$ cat config.mk
export PLATFORM = sky130hd
export DESIGN_NAME = sdp_rdma_cdt_gate
export DESIGN_NICKNAME = d
export VERILOG_FILES = /design/src/rtl/sdp_rdma_cdt_gate.sv
export SDC_FILE = /design/constraint.sdc
export NUM_CORES = 1
export LEC_CHECK = 0
export BUFFER_PORTS_ARGS = -buffer_cell sky130_fd_sc_hd__buf_2
export CORE_MARGIN = 2
export CORE_UTILIZATION = 42
export CTS_CLUSTER_SIZE = 12
export DETAILED_ROUTE_END_ITERATION = 8
export PLACE_DENSITY = 0.75
export SLEW_MARGIN = 30
export SYNTH_ARGS = -nofsm -noshare
export SYNTH_HDL_FRONTEND = slang
export SYNTH_SLANG_ARGS = --single-unit
$ cat constraint.sdc
create_clock -name nvdla_core_clk -period 3.9 [get_ports nvdla_core_clk]
set_input_delay 0 -clock nvdla_core_clk [delete_from_list [all_inputs] [get_ports nvdla_core_clk]]
set_output_delay 0 -clock nvdla_core_clk [all_outputs]
set_load 0.01 [all_outputs]
$ cat src/rtl/sdp_rdma_cdt_gate.sv
// Credit admission gate between SDP RDMA ig and dmaif: forwards a read request only when the latency FIFO can hold all of its atoms.
// Optional stall/perf counter is built only when SDP_RDMA_CDT_PERF_EN is defined.
module sdp_rdma_cdt_gate #(
  parameter int REQ_W     = 79,
  parameter int SIZE_LSB  = 64,
  parameter int SIZE_W    = 15,
  parameter int LAT_DEPTH = 256,
  parameter int CNT_W     = 9
) (
  input  logic             nvdla_core_clk,
  input  logic             nvdla_core_rst,
  input  logic             op_load,
  input  logic             perf_en,
  input  logic             in_req_vld,
  output logic             in_req_rdy,
  input  logic [REQ_W-1:0] in_req_pd,
  output logic             out_req_vld,
  input  logic             out_req_rdy,
  output logic [REQ_W-1:0] out_req_pd,
  input  logic             cdt_pop,
  output logic [CNT_W-1:0] credit_avail,
  output logic             cdt_idle,
  output logic [31:0]      stall_cnt,
  output logic             cdt_err
);

  localparam int NEED_W = SIZE_W + 1;
  localparam int CMP_W  = (NEED_W > CNT_W) ? NEED_W : CNT_W;
  localparam logic [CMP_W-1:0] LAT_CMP = CMP_W'(LAT_DEPTH);
  localparam logic [CNT_W-1:0] LAT_CNT = CNT_W'(LAT_DEPTH);

  logic [NEED_W-1:0] need;
  logic [CMP_W-1:0]  need_cmp;
  logic [CMP_W-1:0]  credit_cmp;
  logic              slot_free;
  logic              fits;
  logic              accept;
  logic              oversize;
  logic              overflow;
  logic [CNT_W-1:0]  debit;
  logic [CNT_W-1:0]  credit_next;

  // need is one wider than the size field so a max-size request cannot wrap to zero
  assign need       = {1'b0, in_req_pd[SIZE_LSB +: SIZE_W]} + NEED_W'(1);
  assign need_cmp   = CMP_W'(need);
  assign credit_cmp = CMP_W'(credit_avail);

  assign slot_free  = !out_req_vld || out_req_rdy;
  assign fits       = (need_cmp <= credit_cmp);
  assign in_req_rdy = slot_free && fits;
  assign accept     = in_req_vld && in_req_rdy;
  assign oversize   = (need_cmp > LAT_CMP);
  assign overflow   = cdt_pop && (credit_avail == LAT_CNT) && !accept;

  // An accepted need never exceeds credit_avail, so narrowing it to CNT_W is lossless
  assign debit = accept ? CNT_W'(need) : '0;

  always_comb begin
    credit_next = credit_avail - debit;
    if (cdt_pop && !overflow) begin
      credit_next = credit_next + CNT_W'(1);
    end
  end

  always_ff @(posedge nvdla_core_clk) begin
    if (nvdla_core_rst) begin
      credit_avail <= LAT_CNT;
    end else begin
      credit_avail <= credit_next;
    end
  end

  always_ff @(posedge nvdla_core_clk) begin
    if (nvdla_core_rst) begin
      out_req_vld <= 1'b0;
      out_req_pd  <= '0;
    end else if (accept) begin
      out_req_vld <= 1'b1;
      out_req_pd  <= in_req_pd;
    end else if (out_req_rdy) begin
      out_req_vld <= 1'b0;
    end
  end

  // Sticky until reset: an oversize request can never be admitted, so software must intervene
  always_ff @(posedge nvdla_core_clk) begin
    if (nvdla_core_rst) begin
      cdt_err <= 1'b0;
    end else if (overflow || (in_req_vld && oversize)) begin
      cdt_err <= 1'b1;
    end
  end

  assign cdt_idle = (credit_avail == LAT_CNT) && !out_req_vld;

`ifdef SDP_RDMA_CDT_PERF_EN
  logic [31:0] stall_q;

  always_ff @(posedge nvdla_core_clk) begin
    if (nvdla_core_rst) begin
      stall_q <= '0;
    end else if (op_load) begin
      stall_q <= '0;
    end else if (perf_en && in_req_vld && !in_req_rdy && (stall_q != 32'hFFFF_FFFF)) begin
      stall_q <= stall_q + 32'd1;
    end
  end

  assign stall_cnt = stall_q;
`else
  logic unused_perf;
  assign unused_perf = perf_en ^ op_load;
  assign stall_cnt   = 32'h0;
`endif

endmodule
; ---- After elaboration in Yosys (flattened, before gate mapping)
; Cells that the tools add are included.
[word_totals]
mem_bits_rw = 0
mem_count = 0
reg_bits = 90
latch_bits = 0
in_bits = 86
out_inout_bits = 124
rom_bits = 0
[classes]
n_mul = 0
shift = 0
bitwise = 0
mux = 4
n_reduce_logical = 13
n_lt_le_gt_ge = 2
n_eq_ne = 1
n_div = 0
addsub = 3
[ops]
columns = operator, n
row1 = $mux W9, 2
row2 = $add A15 B1 Y16 const B, 1
row3 = $gt A16 B9 Y1 const B, 1
row4 = $le A16 B9 Y1, 1
row5 = $add A9 B1 Y9 const B, 1
row6 = $eq A9 B9 Y1 const B, 1
row7 = $sub A9 B9 Y9, 1
row8 = $logic_and A1 B1 Y1, 7
row9 = $logic_not A1 Y1, 3
row10 = $logic_or A1 B1 Y1, 2
row11 = $mux W1, 2
row12 = $reduce_bool A2 Y1, 1

; ---- Depth between registers and ports, before layout
[logic_depth]
word_depth = 9
mapped_depth = 22
depth_no_buf = 22

; ---- Worst setup path before layout
; No wires, ideal clock.
[synth_timing]
kind = input to register
start = input port in_req_pd[64]
end = register credit_avail[7]
stages = 21
path_buffers = 0
arrival_time_ps = 4057
setup_time_ps = 70
path_slack_ps = -228
required_ps = 3830
path_cell_list = ha_1 nand3_2 nor2_1 and3_1 xnor2_1 inv_1 ha_1 a2111oi_4 o21ai_1 o22ai_4 nand2_1 nor2_1 nand2_1 fa_1 a211oi_1 o21bai_1 a21oi_1 xnor2_1 nand2_1 or4_1 a21oi_1
[synth_between]
elab_chain_len = 9
[synth_rtl]
columns = element, line_no
row1 = from (decl), 16  ; input logic [REQ_W-1:0] in_req_pd,
row2 = $add A15 B1 Y16 (*), 44  ; assign need = {1'b0, in_req_pd[SIZE_LSB +: SIZE_W]} + NEED_W'(1);
row3 = branches (longest 7 deep; another with $le A16 B9 Y1), n/a
row4 = $mux W9 (*), 60  ; if (cdt_pop && !overflow) begin
row5 = to (signal assigned), 69  ; credit_avail <= credit_next;
row6 = to (decl), 21  ; output logic [CNT_W-1:0] credit_avail,
; Every way passes the cells marked *.
; A chain may end at the register's enable or synchronous reset.

; ---- Worst setup path after layout
[layout_timing]
start = register credit_avail[7]
end = register credit_avail[7]
[layout_between]
elab_chain_len = 8
[layout_rtl]
columns = element, line_no
row1 = branches (longest 7 deep; another with $le A16 B9 Y1), n/a
row2 = $mux W9 (*), 60
; Marks and branches as above.

==> results.py <==
metrics = {
    "finish": {
        "regArea_um2": 1810,
        "syn2layout_area_growth_pct": 46.2,
        "fillCellCount": 834,
        "postLayoutCoreUtil_pct": 63.0,
        "layout.cells.most_common_list": "buf_2 (175), nand2_1 (165), a21oi_1 (89)",
        "final_common_cell": "buf_2",
        "layout.nets": 931,
        "instances_no_fill": 966,
        "final_area_um2": 6470,
        "multi_input_area_um2": 2350,
        "num_antenna_cells": 0,
        "drive_gt1_share_pct": 30.5,
    },
    "setup_path": {
        "timing.rr.end": "credit_avail[7]",
        "cp-startpoint": "credit_avail[7]",
        "crit_path_cell_trace": "inv_1, ha_1, a2111oi_4, o21ai_2, o22ai_4, nand2_2, nor3_2, ha_2, inv_1, fa_2, a211oi_2, o21bai_1, a21oi_2, xnor2_2, nand2_1, or4_1, a21oi_2",
        "crit_arrival_ns": 3.98,
        "crit_path_max_fanout": 4,
        "path_delay_family": "compound AO/OA/AOI/OAI gates",
        "rr_worst_depth": 17,
        "worst-path-stages": 17,
        "cp_num_buf_inv": 2,
        "end_kind": "flip-flop",
        "rr_startpoint": "credit_avail[7]",
        "critPathMaxStageDelay_ns": 0.49,
        "worstPathRequired_ns": 4.18,
        "crit_end": "credit_avail[7]",
        "path_class": "flip-flop to flip-flop",
        "worst_path_max_delay_cell": "or4_1",
        "cp-start-kind": "flip-flop",
        "rrSetupSlack_ns": 0.20,
    },
    "yosys": {
        "post_synth.cell_area_avg_um2": 7.90,
        "ys_types": 48,
        "synth.yosys.seq_area_share_pct": 40.7,
        "synthTopCellsByArea": "dfxtp_1 (41%), nand2_1 (14%), a21oi_1 (10%)",
        "synth-main-ff-cell": "dfxtp_1",
        "synth_seq_cells": 90,
        "yosysTopAreaCellShare_pct": 40.7,
        "syn_inst": 561,
        "synth_warnings": 0,
        "synth_top_area_cell": "dfxtp_1",
        "synth-edff-count": 0,
        "synth_area_um2": 4430,
        "async_reset_ff_share_pct": 0,
    },
    "route": {
        "drt_iter0_drc": 288,
        "vias": 4856,
        "vias_per_cell": 5.03,
        "dr.pass1.iters": 5,
        "drc": 0,
        "wl_per_cell_um": 14.7,
        "ant_nets": 0,
        "routed_wl_um": 14200,
    },
    "grt": {
        "track_usage_pct": 24.6,
        "grt_busiest_layer": "met2",
        "grt.met1_usage_pct": 30.0,
        "grt_overflow": 0,
        "grt_pass1_vias": 4790,
        "grtUsageMet2_pct": 41.8,
        "antenna_found_initial": 0,
        "grt_util_met3_pct": 6.63,
        "grt_pass1_wl_um": 22600,
        "grt_max_degree": 80,
    },
    "sta": {
        "slew-limit-headroom_pct": 43.6,
        "period_minus_slack_ns": 3.70,
        "finalHoldViolations": 0,
        "tns_ns": 0,
        "fmax_mhz": 270,
        "maxSlewViolCount": 0,
        "setup_viol": 0,
        "finalCritPeriodShare_pct": 95.0,
        "worstMarginPinSlew_ns": 0.847,
        "whs_ns": 0.0429,
        "fin_skew_ns": 0.0146,
    },
    "clock_tree": {
        "htreeDepth": 3,
        "worstSkewPairLatency_ns": 0.36,
        "cts.clk_slew.worst_paths_ns": 0.09,
        "cts_tree": "built",
        "clock-sinks": 90,
        "max-clock-path-buffers": 2,
        "cts_buffers": 9,
        "cts_root_buffer": "clkbuf_8",
    },
    "pwr": {
        "switchingPower_mw": 0.881,
        "p_clk_share_pct": 25.2,
        "pwr-share-comb_pct": 37.0,
        "p_per_area_nw_per_um2": 405,
        "sw_frac_of_total_pct": 33.6,
        "seq_power_share_pct": 37.9,
        "leakagePower_nw": 2.90,
        "peakVddDrop_mv": 0.252,
        "intPower_mw": 1.74,
    },
    "floorplan": {
        "ios": 210,
        "core_um2": 10300,
        "die-area_um2": 11400,
        "die_x_um": 107,
        "rows": 37,
        "initial_core_util_pct": 43.1,
        "die_h_um": 107,
    },
    "status": {
        "status": "finished clean",
    },
    "placement": {
        "dp.cells": 877,
        "numPortBuffers": 175,
        "place.gp.congestion": 0.920,
        "place_hpwl_um": 8940,
        "dpl_cell_area_um2": 5500,
    },
    "worst_hold_path": {
        "min_path_type": "input pin to flip-flop",
    },
    "job": {
        "cap_violations": 0,
    },
}
-- layout make-up --
| type | count | share of cell area, % |
|---|---|---|
| clock buffers | 10 | 2.13 |
| clock inverters | 6 | 1.10 |
| inverters | 17 | 0.986 |
| multi-input cells | 424 | 36.2 |
| flip-flops and latches | 90 | 27.9 |
| well taps | 136 | 2.63 |
| repair buffers | 283 | 29.0 |
-- cell usage after synthesis (6+ instances only) --
| library cell | instances |
|---|---|
| nor2_1 | 15 |
| a21oi_1 | 91 |
| nor3_1 | 8 |
| nand4_1 | 6 |
| dfxtp_1 | 90 |
| xnor2_1 | 10 |
| clkbuf_1 | 15 |
| buf_2 | 6 |
| nand3_1 | 7 |
| buf_4 | 40 |
| inv_1 | 17 |
| nand2_1 | 166 |
| nor4_1 | 6 |
| ha_1 | 19 |
| and3_1 | 6 |
-- layer usage --
| metal | wire length [um] | share of wire, % | up-vias |
|---|---|---|---|
| li1 | - | - | 2349 |
| met1 | 5730 | 40 | 2219 |
| met2 | 6960 | 49 | 253 |
| met3 | 1170 | 8.2 | 35 |
| met4 | 350 | 2.5 | 0 |
| met5 | 0 | 0 | - |
-- how the worst min path moves through the flow --
| stage | end | cells after the start | from | slack (ns) |
|---|---|---|---|---|
| 3_3_place_gp | out_req_pd[35] | 3 | in_req_pd[35] | 0.24 |
| 6_report | cdt_err | 3 | in_req_vld | 0.04 |
| 2_1_floorplan | out_req_pd[0] | 2 | in_req_pd[0] | 0.14 |
| 3_5_place_dp | out_req_pd[31] | 3 | in_req_pd[31] | 0.25 |
| 5_1_grt | cdt_err | 3 | in_req_vld | 0.03 |
| 4_1_cts | cdt_err | 3 | in_req_vld | 0.01 |
-- state kept, by name (all words and copies together), names as in the netlist --
register / flops
out_req_vld: 1
out_req_pd: 79
credit_avail: 9
cdt_err: 1
-- cell families (layout without fill, tap and decap cells) --
kind of cell / after synthesis / in the layout / synth area share, %
DFF: 90 / 90 / 40.7
AOI/OAI and AO/OA: 123 / 123 / 16.8
other: 1 / 32 / 0.0847
buffers and inverters: 78 / 316 / 10.2
and+or+nand+nor: 232 / 232 / 22.8
adders and majority gates: 20 / 20 / 5.82
muxes: 2 / 2 / 0.452
xor gates and xnor gates: 15 / 15 / 3.28
-- tightest hold or removal path, stage by stage --
cell	delay [ns]
buf_2	0.17
a221oi_1	0.10
nor2_1	0.09
-- stage by stage --
step	total power, mW	setup WS [ns]
after floorplan	1.60	0.0158
after global placement	1.87	-0.110
after detailed placement	1.88	-0.172
after CTS	2.61	0.117
after global routing	2.78	-0.0404
final	2.63	0.195
-- power by group through the flow --
stage | sequential (mW) | clock (mW) | combinational (mW)
3_3_place_gp | 1.01 | 0 | 0.857
6_report | 0.994 | 0.661 | 0.970
4_1_cts | 0.990 | 0.682 | 0.934
5_1_grt | 0.998 | 0.715 | 1.07
2_1_floorplan | 1.02 | 0 | 0.583
3_5_place_dp | 1.01 | 0 | 0.872
-- timing repair --
action,in CTS,in global routing
resized for setup,0,12
endpoints found under the setup margin,0,4
hold buffers,72,0
endpoints found under the hold margin,72,0
setup buffers,0,1
(Power assumes the default switching activity.)
